File: config.mk
export PLATFORM = sky130hd
export DESIGN_NAME = dca_lsu_row_merge_buffer_flat
export DESIGN_NICKNAME = d
export VERILOG_FILES = /design/src/rtl/dca_lsu_row_merge_buffer_pkg.sv /design/src/rtl/dca_lsu_row_merge_buffer_if.sv /design/src/rtl/dca_lsu_row_merge_buffer_fifo.sv /design/src/rtl/dca_lsu_row_merge_buffer.sv /design/src/flat_wrapper.sv
export SDC_FILE = /design/constraint.sdc
export NUM_CORES = 1
export LEC_CHECK = 0
export ABC_AREA = 1
export CELL_PAD_IN_SITES_DETAIL_PLACEMENT = 1
export CELL_PAD_IN_SITES_GLOBAL_PLACEMENT = 1
export CORE_MARGIN = 8
export CORE_UTILIZATION = 42
export DETAILED_ROUTE_END_ITERATION = 7
export PLACE_DENSITY_LB_ADDON = 0.15
export SKIP_CTS_REPAIR_TIMING = 1
export SYNTH_ARGS = -nofsm -noshare
export SYNTH_HDL_FRONTEND = slang
export SYNTH_SLANG_ARGS = --single-unit
export TNS_END_PERCENT = 50
File: constraint.sdc
create_clock -name clk -period 3.2 [get_ports clk]
set_input_delay 0.48 -clock clk [delete_from_list [all_inputs] [get_ports clk]]
set_output_delay 0.48 -clock clk [all_outputs]
set_load 0.02 [all_outputs]
File: src/rtl/dca_lsu_row_merge_buffer_pkg.sv
// Shared widths and helpers for the DCA LSU row merge buffer.
// Defaults match the production row geometry.
package dca_lsu_row_merge_buffer_pkg;
    localparam int BW_ROW_DEF  = 128;
    localparam int BW_INFO_DEF = 16;
    localparam int DEPTH_DEF   = 4;

    function automatic int wstrb_w(int bw_row);
        return bw_row / 8;
    endfunction

    function automatic int entry_w(int bw_row, int bw_info);
        return bw_row + bw_row / 8 + bw_info;
    endfunction

    function automatic int cnt_w(int depth);
        return $clog2(depth + 1);
    endfunction
endpackage

File: src/rtl/dca_lsu_row_merge_buffer_if.sv
// Beat-in / row-out handshake bundle of the row merge buffer.
// master = formatter + W channel side, slave = the buffer.
interface dca_lsu_row_merge_buffer_if
    import dca_lsu_row_merge_buffer_pkg::*;
#(
    parameter int BW_ROW  = BW_ROW_DEF,
    parameter int BW_INFO = BW_INFO_DEF
);
    localparam int BW_STRB = wstrb_w(BW_ROW);

    logic               in_valid;
    logic               in_ready;
    logic [BW_ROW-1:0]  in_data;
    logic [BW_ROW-1:0]  in_bitmask;
    logic               in_commit;
    logic [BW_INFO-1:0] in_info;
    logic               out_valid;
    logic               out_ready;
    logic [BW_ROW-1:0]  out_data;
    logic [BW_STRB-1:0] out_wstrb;
    logic [BW_INFO-1:0] out_info;

    modport master (
        output in_valid, in_data, in_bitmask, in_commit, in_info, out_ready,
        input  in_ready, out_valid, out_data, out_wstrb, out_info
    );

    modport slave (
        input  in_valid, in_data, in_bitmask, in_commit, in_info, out_ready,
        output in_ready, out_valid, out_data, out_wstrb, out_info
    );
endinterface

File: src/rtl/dca_lsu_row_merge_buffer_fifo.sv
// Row entry FIFO: storage, wrapping pointers and occupancy count.
// Push on full and pop on empty are ignored; clear empties it.
module dca_lsu_row_merge_buffer_fifo
    import dca_lsu_row_merge_buffer_pkg::*;
#(
    parameter int BW_ENTRY = 176,
    parameter int DEPTH    = DEPTH_DEF
) (
    input  logic                      clk,
    input  logic                      rstnn,
    input  logic                      clear,
    input  logic                      push,
    input  logic [BW_ENTRY-1:0]       wdata,
    input  logic                      pop,
    output logic [BW_ENTRY-1:0]       rdata,
    output logic [cnt_w(DEPTH)-1:0]   count
);
    localparam int PW = $clog2(DEPTH);
    localparam int CW = cnt_w(DEPTH);

    logic [BW_ENTRY-1:0] mem_q [DEPTH];
    logic [BW_ENTRY-1:0] mem_d [DEPTH];
    logic [PW-1:0]       wr_ptr_q, wr_ptr_d;
    logic [PW-1:0]       rd_ptr_q, rd_ptr_d;
    logic [CW-1:0]       count_q, count_d;
    logic                do_push, do_pop;

    always_comb begin
        do_push  = push & (count_q != CW'(DEPTH)) & ~clear;
        do_pop   = pop & (count_q != '0) & ~clear;
        mem_d    = mem_q;
        wr_ptr_d = wr_ptr_q;
        rd_ptr_d = rd_ptr_q;
        count_d  = count_q + CW'(do_push) - CW'(do_pop);
        if (do_push) begin
            mem_d[wr_ptr_q] = wdata;
            wr_ptr_d        = wr_ptr_q + PW'(1);
        end
        if (do_pop) begin
            rd_ptr_d = rd_ptr_q + PW'(1);
        end
        if (clear) begin
            wr_ptr_d = '0;
            rd_ptr_d = '0;
            count_d  = '0;
        end
    end

    always_ff @(posedge clk or negedge rstnn) begin
        if (!rstnn) begin
            for (int i = 0; i < DEPTH; i++) mem_q[i] <= '0;
            wr_ptr_q <= '0;
            rd_ptr_q <= '0;
            count_q  <= '0;
        end else begin
            mem_q    <= mem_d;
            wr_ptr_q <= wr_ptr_d;
            rd_ptr_q <= rd_ptr_d;
            count_q  <= count_d;
        end
    end

    assign rdata = mem_q[rd_ptr_q];
    assign count = count_q;
endmodule

File: src/rtl/dca_lsu_row_merge_buffer.sv
// Store-side row assembler: merges masked beats, queues committed rows.
// Optional DCA_ROW_MERGE_MASK_CHECK_EN flags partially masked bytes.
module dca_lsu_row_merge_buffer
    import dca_lsu_row_merge_buffer_pkg::*;
#(
    parameter int BW_ROW  = BW_ROW_DEF,
    parameter int BW_INFO = BW_INFO_DEF,
    parameter int DEPTH   = DEPTH_DEF
) (
    input  logic                      clk,
    input  logic                      rstnn,
    input  logic                      clear,
    input  logic                      enable,
    dca_lsu_row_merge_buffer_if.slave bus,
    output logic [cnt_w(DEPTH)-1:0]   count,
    output logic                      mask_error
);
    localparam int BW_STRB  = wstrb_w(BW_ROW);
    localparam int BW_ENTRY = entry_w(BW_ROW, BW_INFO);
    localparam int CW       = cnt_w(DEPTH);

    logic [BW_ROW-1:0]   acc_data_q, acc_data_d;
    logic [BW_STRB-1:0]  acc_strb_q, acc_strb_d;
    logic [BW_ROW-1:0]   merged;
    logic [BW_STRB-1:0]  byte_strb;
    logic [BW_STRB-1:0]  strb_or;
    logic [BW_ENTRY-1:0] wdata, rdata;
    logic                accept, push, pop;
    logic [CW-1:0]       fifo_count;

    assign bus.in_ready  = enable & (fifo_count != CW'(DEPTH));
    assign bus.out_valid = (fifo_count != '0);

    always_comb begin
        accept = bus.in_valid & bus.in_ready & ~clear;
        merged = (~bus.in_bitmask & acc_data_q) | (bus.in_bitmask & bus.in_data);
        for (int i = 0; i < BW_STRB; i++) byte_strb[i] = bus.in_bitmask[8*i];
        strb_or    = acc_strb_q | byte_strb;
        push       = accept & bus.in_commit;
        pop        = bus.out_valid & bus.out_ready & ~clear;
        wdata      = {merged, strb_or, bus.in_info};
        acc_data_d = accept ? merged : acc_data_q;
        acc_strb_d = acc_strb_q;
        if (accept) acc_strb_d = bus.in_commit ? '0 : strb_or;
        if (clear) acc_strb_d = '0;
    end

    always_ff @(posedge clk or negedge rstnn) begin
        if (!rstnn) begin
            acc_data_q <= '0;
            acc_strb_q <= '0;
        end else begin
            acc_data_q <= acc_data_d;
            acc_strb_q <= acc_strb_d;
        end
    end

`ifdef DCA_ROW_MERGE_MASK_CHECK_EN
    logic mask_err_q, mask_err_d;
    logic bad_byte;

    always_comb begin
        bad_byte = 1'b0;
        for (int i = 0; i < BW_STRB; i++) begin
            if (bus.in_bitmask[8*i +: 8] != 8'h00 &&
                bus.in_bitmask[8*i +: 8] != 8'hFF) bad_byte = 1'b1;
        end
        mask_err_d = mask_err_q | (accept & bad_byte);
        if (clear) mask_err_d = 1'b0;
    end

    always_ff @(posedge clk or negedge rstnn) begin
        if (!rstnn) mask_err_q <= 1'b0;
        else        mask_err_q <= mask_err_d;
    end

    assign mask_error = mask_err_q;
`else
    assign mask_error = 1'b0;
`endif

    dca_lsu_row_merge_buffer_fifo #(
        .BW_ENTRY (BW_ENTRY),
        .DEPTH    (DEPTH)
    ) u_fifo (
        .clk   (clk),
        .rstnn (rstnn),
        .clear (clear),
        .push  (push),
        .wdata (wdata),
        .pop   (pop),
        .rdata (rdata),
        .count (fifo_count)
    );

    // Head fields come straight from storage, so they hold under backpressure.
    assign bus.out_data  = rdata[BW_ENTRY-1 -: BW_ROW];
    assign bus.out_wstrb = rdata[BW_INFO +: BW_STRB];
    assign bus.out_info  = rdata[BW_INFO-1:0];
    assign count         = fifo_count;
endmodule

File: src/flat_wrapper.sv
// flat-port wrapper written by rule: the top's interface ports become plain ports
module dca_lsu_row_merge_buffer_flat import dca_lsu_row_merge_buffer_pkg::*;
#(
    parameter int BW_ROW  = BW_ROW_DEF,
    parameter int BW_INFO = BW_INFO_DEF,
    parameter int DEPTH   = DEPTH_DEF
)
  (clk, rstnn, clear, enable, count, mask_error, bus_in_valid, bus_in_data, bus_in_bitmask, bus_in_commit, bus_in_info, bus_out_ready, bus_in_ready, bus_out_valid, bus_out_data, bus_out_wstrb, bus_out_info);
  dca_lsu_row_merge_buffer_if #(.BW_ROW(BW_ROW), .BW_INFO(BW_INFO)) bus_i ();
  input  logic clk;
  input  logic rstnn;
  input  logic clear;
  input  logic enable;
  output logic [cnt_w(DEPTH)-1:0] count;
  output logic mask_error;
  input wire logic [$bits(bus_i.in_valid)-1:0] bus_in_valid;
  input wire logic [$bits(bus_i.in_data)-1:0] bus_in_data;
  input wire logic [$bits(bus_i.in_bitmask)-1:0] bus_in_bitmask;
  input wire logic [$bits(bus_i.in_commit)-1:0] bus_in_commit;
  input wire logic [$bits(bus_i.in_info)-1:0] bus_in_info;
  input wire logic [$bits(bus_i.out_ready)-1:0] bus_out_ready;
  output wire logic [$bits(bus_i.in_ready)-1:0] bus_in_ready;
  output wire logic [$bits(bus_i.out_valid)-1:0] bus_out_valid;
  output wire logic [$bits(bus_i.out_data)-1:0] bus_out_data;
  output wire logic [$bits(bus_i.out_wstrb)-1:0] bus_out_wstrb;
  output wire logic [$bits(bus_i.out_info)-1:0] bus_out_info;
  assign bus_i.in_valid = bus_in_valid;
  assign bus_i.in_data = bus_in_data;
  assign bus_i.in_bitmask = bus_in_bitmask;
  assign bus_i.in_commit = bus_in_commit;
  assign bus_i.in_info = bus_in_info;
  assign bus_i.out_ready = bus_out_ready;
  assign bus_in_ready = bus_i.in_ready;
  assign bus_out_valid = bus_i.out_valid;
  assign bus_out_data = bus_i.out_data;
  assign bus_out_wstrb = bus_i.out_wstrb;
  assign bus_out_info = bus_i.out_info;
  dca_lsu_row_merge_buffer #(.BW_ROW(BW_ROW), .BW_INFO(BW_INFO), .DEPTH(DEPTH)) u_core (.clk(clk), .rstnn(rstnn), .clear(clear), .enable(enable), .bus(bus_i), .count(count), .mask_error(mask_error));
endmodule
# Word level (Yosys, flattened, before mapping)
# Cells that the tools add are included.
[word_totals] register_bits=791 in_bits=279 output_inout_bits=166 word_cells=54
[op_classes] n_addsub=4 order_cmp=3 n_eq_ne=1 muxes=14 bitwise=18 n_reduce_logical=5
[ops] op="bitwise mux 640 bit" count=1
[ops] op="2-to-1 mux 160 bit" count=3
[ops] op="binary-select mux 160 bit (select 2 bit)" count=1
[ops] op="demux 160 bit (select 2 bit)" count=1
[ops] op="AND 128 bit" count=2
[ops] op="NOT 128 bit" count=1
[ops] op="OR 128 bit" count=1
[ops] op="2-to-1 mux 16 bit" count=3
[ops] op="OR 16 bit" count=1
[ops] op="AND 1 bit" count=10
[ops] op="2-to-1 mux 2 bit" count=4
[ops] op=">= comparator 3 bit, second input constant" count=2
[ops] op="NOT 2 -> 3 bit" count=2
[ops] op="nonzero test 2 bit" count=3
[ops] op="adder 2 x 1 -> 2 bit, second input constant" count=2
[ops] op="adder 3 x 1 -> 3 bit" count=1
[ops] op="less-than comparator 3 x 1 -> 1 bit, second input constant" count=1
[ops] op="2-to-1 mux 3 bit" count=1
[ops] op="!= test 3 bit, second input constant" count=1
[ops] op="nonzero test 3 bit" count=1
[ops] op="subtractor 3 x 1 -> 3 bit" count=1
[ops] op="logical AND 1 bit" count=1
[ops] op="NOT 1 bit" count=1

# Longest topological paths before layout
[logic_depth] depth_word=10 mapped_depth=14 ltp_nobuf=12

# Modules after synthesis
# A second synthesis with hierarchy kept.
[hier_totals] hier_cells=4911 hier_area_um2=38906.1
[by_module_without_submodules] mod="dca_lsu_row_merge_buffer_fifo" n_inst=1 cells_each=3807 area_each_um2=31067.3 seq_area_each_um2=16190.5
[by_module_without_submodules] mod="dca_lsu_row_merge_buffer" n_inst=1 cells_each=1104 area_each_um2=7838.8 seq_area_each_um2=3603.5

# Worst setup path after synthesis
# OpenSTA, ideal clock, no wires.
[synth_timing] path_kind="input to register" from="in clear" to="reg u_core.u_fifo.count_q[2] (netlist: u_core.u_fifo.count[2])" setup_ns=0.120 arrival_time_ns=2.456 t_required_ns=3.080 path_slack_ns=0.624 stages=14 path_buffers=3 path_cell_list="buf_4 -> clkinv_2 -> nand4_4 -> nor2_2 -> buf_4 -> buf_2 -> inv_1 -> ha_1 -> inv_1 -> ha_1 -> inv_1 -> fa_1 -> xor2_1 -> nor2_1"
[synth_via] elab_chain_cells=8 elab_cells_between_ends=11 classes_between="2 x add/sub; 1 x mux; 8 x bitwise"
[synth_lines] element="from (decl)" line="flat_wrapper.sv:12" rtl="input logic clear;"
[synth_lines] element="NOT 1 bit"
[synth_lines] element="AND 1 bit" line="dca_lsu_row_merge_buffer.sv:35" rtl="accept = bus.in_valid & bus.in_ready & ~clear;"
[synth_lines] element="AND 1 bit" line="dca_lsu_row_merge_buffer.sv:39" rtl="push = accept & bus.in_commit;"
[synth_lines] element="AND 1 bit (2 in series)" line="dca_lsu_row_merge_buffer_fifo.sv:29" rtl="do_push = push & (count_q != CW'(DEPTH)) & ~clear;"
[synth_lines] element="adder 3 x 1 -> 3 bit" line="dca_lsu_row_merge_buffer_fifo.sv:34" rtl="count_d = count_q + CW'(do_push) - CW'(do_pop);"
[synth_lines] element="subtractor 3 x 1 -> 3 bit" line="dca_lsu_row_merge_buffer_fifo.sv:34"
[synth_lines] element="2-to-1 mux 3 bit *" line="dca_lsu_row_merge_buffer_fifo.sv:42" rtl="if (clear) begin"
[synth_lines] element="named net u_core.u_fifo.count_d[2]" line="dca_lsu_row_merge_buffer_fifo.sv:25" rtl="logic [CW-1:0] count_q, count_d;"
[synth_lines] element="to (signal assigned)" line="dca_lsu_row_merge_buffer_fifo.sv:59" rtl="count_q <= count_d;"
[synth_lines] element="to (decl)" line="dca_lsu_row_merge_buffer_fifo.sv:25"
# The timed path passes the listed nets; every way through them passes the cells marked *.
# A chain may end at the register's enable or synchronous reset.

# Final worst setup path
[layout_timing] from="reg u_core.u_fifo.rd_ptr_q[1]" to="out bus_out_data[16]"
[layout_via] elab_chain_cells=4
[layout_lines] element="from (decl)" line="dca_lsu_row_merge_buffer_fifo.sv:24" rtl="logic [PW-1:0] rd_ptr_q, rd_ptr_d;"
[layout_lines] element="from (signal assigned)" line="dca_lsu_row_merge_buffer_fifo.sv:58" rtl="rd_ptr_q <= rd_ptr_d;"
[layout_lines] element="NOT 2 -> 3 bit (not written as such)" line="dca_lsu_row_merge_buffer_fifo.sv:63" rtl="assign rdata = mem_q[rd_ptr_q];"
[layout_lines] element="binary-select mux 160 bit (select 2 bit)" line="dca_lsu_row_merge_buffer_fifo.sv:63"
[layout_lines] element="2-to-1 mux 160 bit (not written as such) (2 in series)" line="dca_lsu_row_merge_buffer_fifo.sv:63"
[layout_lines] element="to (decl)" line="flat_wrapper.sv:24" rtl="output wire logic [$bits(bus_i.out_data)-1:0] bus_out_data;"
# No other way between the ends. The select of a mux whose other input is x is not followed.

==> flow_summary.ini <==
[floorplan]
fp.dieArea_um2 = 96900
start_util = 0.423
coreArea_um2 = 86600
die_x_um = 311
row_count = 108
io_pins = 445
die_h_um = 311

[finish]
final_core_utilization = 0.527
drive_gt1_frac = 0.0577
areaGrowthSynthToFinish_pct = 24.7
num-nets-final = 5191
fin_area_um2 = 45700
final_cells = 6127

[timing]
setup_viol_count_final = 0
layout_setup_ws_ps = 35.8
tns_ps = 0
fin_crit_sh = 0.989
worstMarginPinSlew_ps = 1110
fin_worst_skew_ps = 19.6
fmax_mhz = 316
rsz0062_at_grt = yes
hold_viol_final = 0
slew_headroom = 0.262
period_needed_ps = 3160
drv_slew = 0

[synth]
synth_nets = 4901
ys_types = 29
synth.avg_cell_area_um2 = 7.94
yosysWarnings = 0
synth_edf_count = 0
yosysSeqAreaShare = 0.540
synth.most_common_cell = nand2_1
ys_ff_latch = 791
synthesis.area_um2 = 36600
ys.flop_type = dfrtp_1
yosys-top-cells-area = dfrtp_1 (54%), nand2_1 (16%), nand3_1 (9.0%)
async_flop_share = 1.00
yosysTopAreaCellShare = 0.540
yosysTopAreaCell = dfrtp_1
synthCells = 4615
synthTopCellsByCount = nand2_1 (1556), dfrtp_1 (791), nand3_1 (656), o21ai_0 (595), nor2_1 (327)

[critical_path]
reg2reg_to = u_core.u_fifo.count[2]
slowest_stage = clkdlybuf4s50_1
cp_cell_sequence = buf_12 > o21ai_0 > o22ai_1 > clkdlybuf4s50_1
reg2reg_depth = 11
crit_required_ps = 2720
reg2reg_setup_slack_ps = 530
cp-end-kind = output pin
start_kind = register
worstPathArrival_ps = 2680
worstSetupPathType = reg -> out
cp_slowest_stage_delay_ps = 680
r2r_start = u_core.u_fifo.count[1]
worstPathMaxFanout = 48

[pwr]
sw_frac_of_total = 0.362
ir_drop_v = 0.000464
internal_power_mw = 22.4
p_leak_nw = 24.6
switchingPower_mw = 12.7
p_clk_frac = 0.291
combPwrFrac = 0.345
seqPwrFrac = 0.364
powerDensity_nw_per_um2 = 769

[route]
wl_per_cell_um = 21.6
first_pass_iters = 5
routed_wl_um = 132000
drtAntennaViolNets = 0
vias = 33800
drt-initial-drc-count = 2482
drc = 0
viasPerCell = 5.52

[status]
outcome = complete, no violations

[global_route]
grt_pass1_wl_um = 208000
grt_pass1_vias = 35800
grt_antenna_before_repair = 4
gr-total-overflow = 0
grt_usage = 0.265
grt_max_degree = 209

[clock_network]
htreeDepth = 3
numCtsBuffers = 89
clockBufferDepth = 3
cts.clk_slew.worst_paths_ps = 60
root_buffer = clkbuf_16
tritoncts = yes
worstSkewPairLatency_ps = 650
cts.sinks = 791

[place]
placed_area_um2 = 42300
place_worst_setup_slack_ps = 358
port_buffers = 443
dpl.cell_count = 5961
place_hpwl_um = 77700
place.gp.congestion = 0.776

[run]
cap_violations = 0

[worst_hold_path]
hold_path_class = in -> async
-- how the worst max path moves through the flow --
stage / slack (ps) / cells after the start / startpoint / end
floorplan: 620 / 14 / clear / u_core.u_fifo.count[2]
global placement: 390 / 12 / clear / u_core.u_fifo.count[2]
detailed placement: 360 / 12 / clear / u_core.u_fifo.count[2]
CTS: -350 / 6 / u_core.u_fifo.rd_ptr_q[0] / bus_out_data[102]
global route: -40 / 4 / u_core.u_fifo.rd_ptr_q[1] / bus_out_data[16]
finish: 40 / 4 / u_core.u_fifo.rd_ptr_q[1] / bus_out_data[16]
-- routing by layer --
layer  share of wire  GRT usage  routed length [um]
met5        0.000098          0                  13
met4           0.026     0.0747                3500
met3           0.048     0.0434                6360
met2            0.49      0.455               65200
met1            0.43      0.344               57000
-- cell families after synthesis --
group                      count (synthesis)  synth area share
AOI/OAI and AO/OA                        757             0.109
other                                      1          0.000102
adders and majority gates                  7           0.00260
and+or+nand+nor                         2565             0.289
DFF                                      791             0.540
buffers and inverters                    491            0.0586
xor gates and xnor gates                   3          0.000718
-- final cells by class --
cell class	instances	area, um2
repair buffers	551	6200
fillers	10400	40900
clock inverters	22	230
inverters	139	547
well taps	1155	1450
multi-input cells	3333	14800
clock buffers	135	2630
diodes	1	2.50
flip-flops and latches	791	19800
-- sequential cells by signal (all words and copies together) (netlist names) --
register and flops:
u_core.acc_data_q 128, u_core.acc_strb_q 16, u_core.u_fifo.count 3, u_core.u_fifo.mem_q 640, u_core.u_fifo.rd_ptr_q 2, u_core.u_fifo.wr_ptr_q 2
-- through the flow --
step                power (mW)  hold WS [ps]
floorplan                 19.0           184
global placement          24.9           448
detailed placement        25.2           453
CTS                       35.5          -208
global route              36.9           429
finish                    35.1           418
-- critical path, delay by kind of cell (launching register included) --
kind / cells / cell delay [ps]
buffers and inverters: 2 / 970
DFF: 1 / 540
AOI/OAI and AO/OA: 2 / 480
-- power groups by stage --
stage | Sequential, mW | Combinational [mW] | Clock, mW
2_1_floorplan | 12.7 | 6.38 | 0
3_3_place_gp | 12.9 | 12.0 | 0
6_report | 12.8 | 12.1 | 10.2
4_1_cts | 12.8 | 12.3 | 10.4
5_1_grt | 13.0 | 13.2 | 10.8
3_5_place_dp | 12.9 | 12.2 | 0
-- layout by cell type, fill, tap and decap left out, types with 2 or more instances in the layout --
cell type	synthesis	final
nand2_1	1556	1556
dfrtp_1	791	789
nand3_1	656	656
o21ai_0	595	595
nor2_1	327	327
clkdlybuf4s50_1	0	299
o22ai_1	160	152
dlymetal6s2s_1	0	141
inv_1	137	135
clkbuf_16	0	90
buf_4	40	60
buf_12	0	42
clkbuf_8	0	23
clkbuf_1	200	23
or2_2	16	16
clkinv_2	1	13
o22ai_2	0	8
nand3_4	1	5
ha_4	0	4
inv_6	0	4
bufinv_16	0	4
buf_6	3	4
xor2_1	2	2
ha_1	6	2
clkinvlp_4	0	2
buf_16	0	2
dfrtp_4	0	2
(Power assumes the default switching activity.)
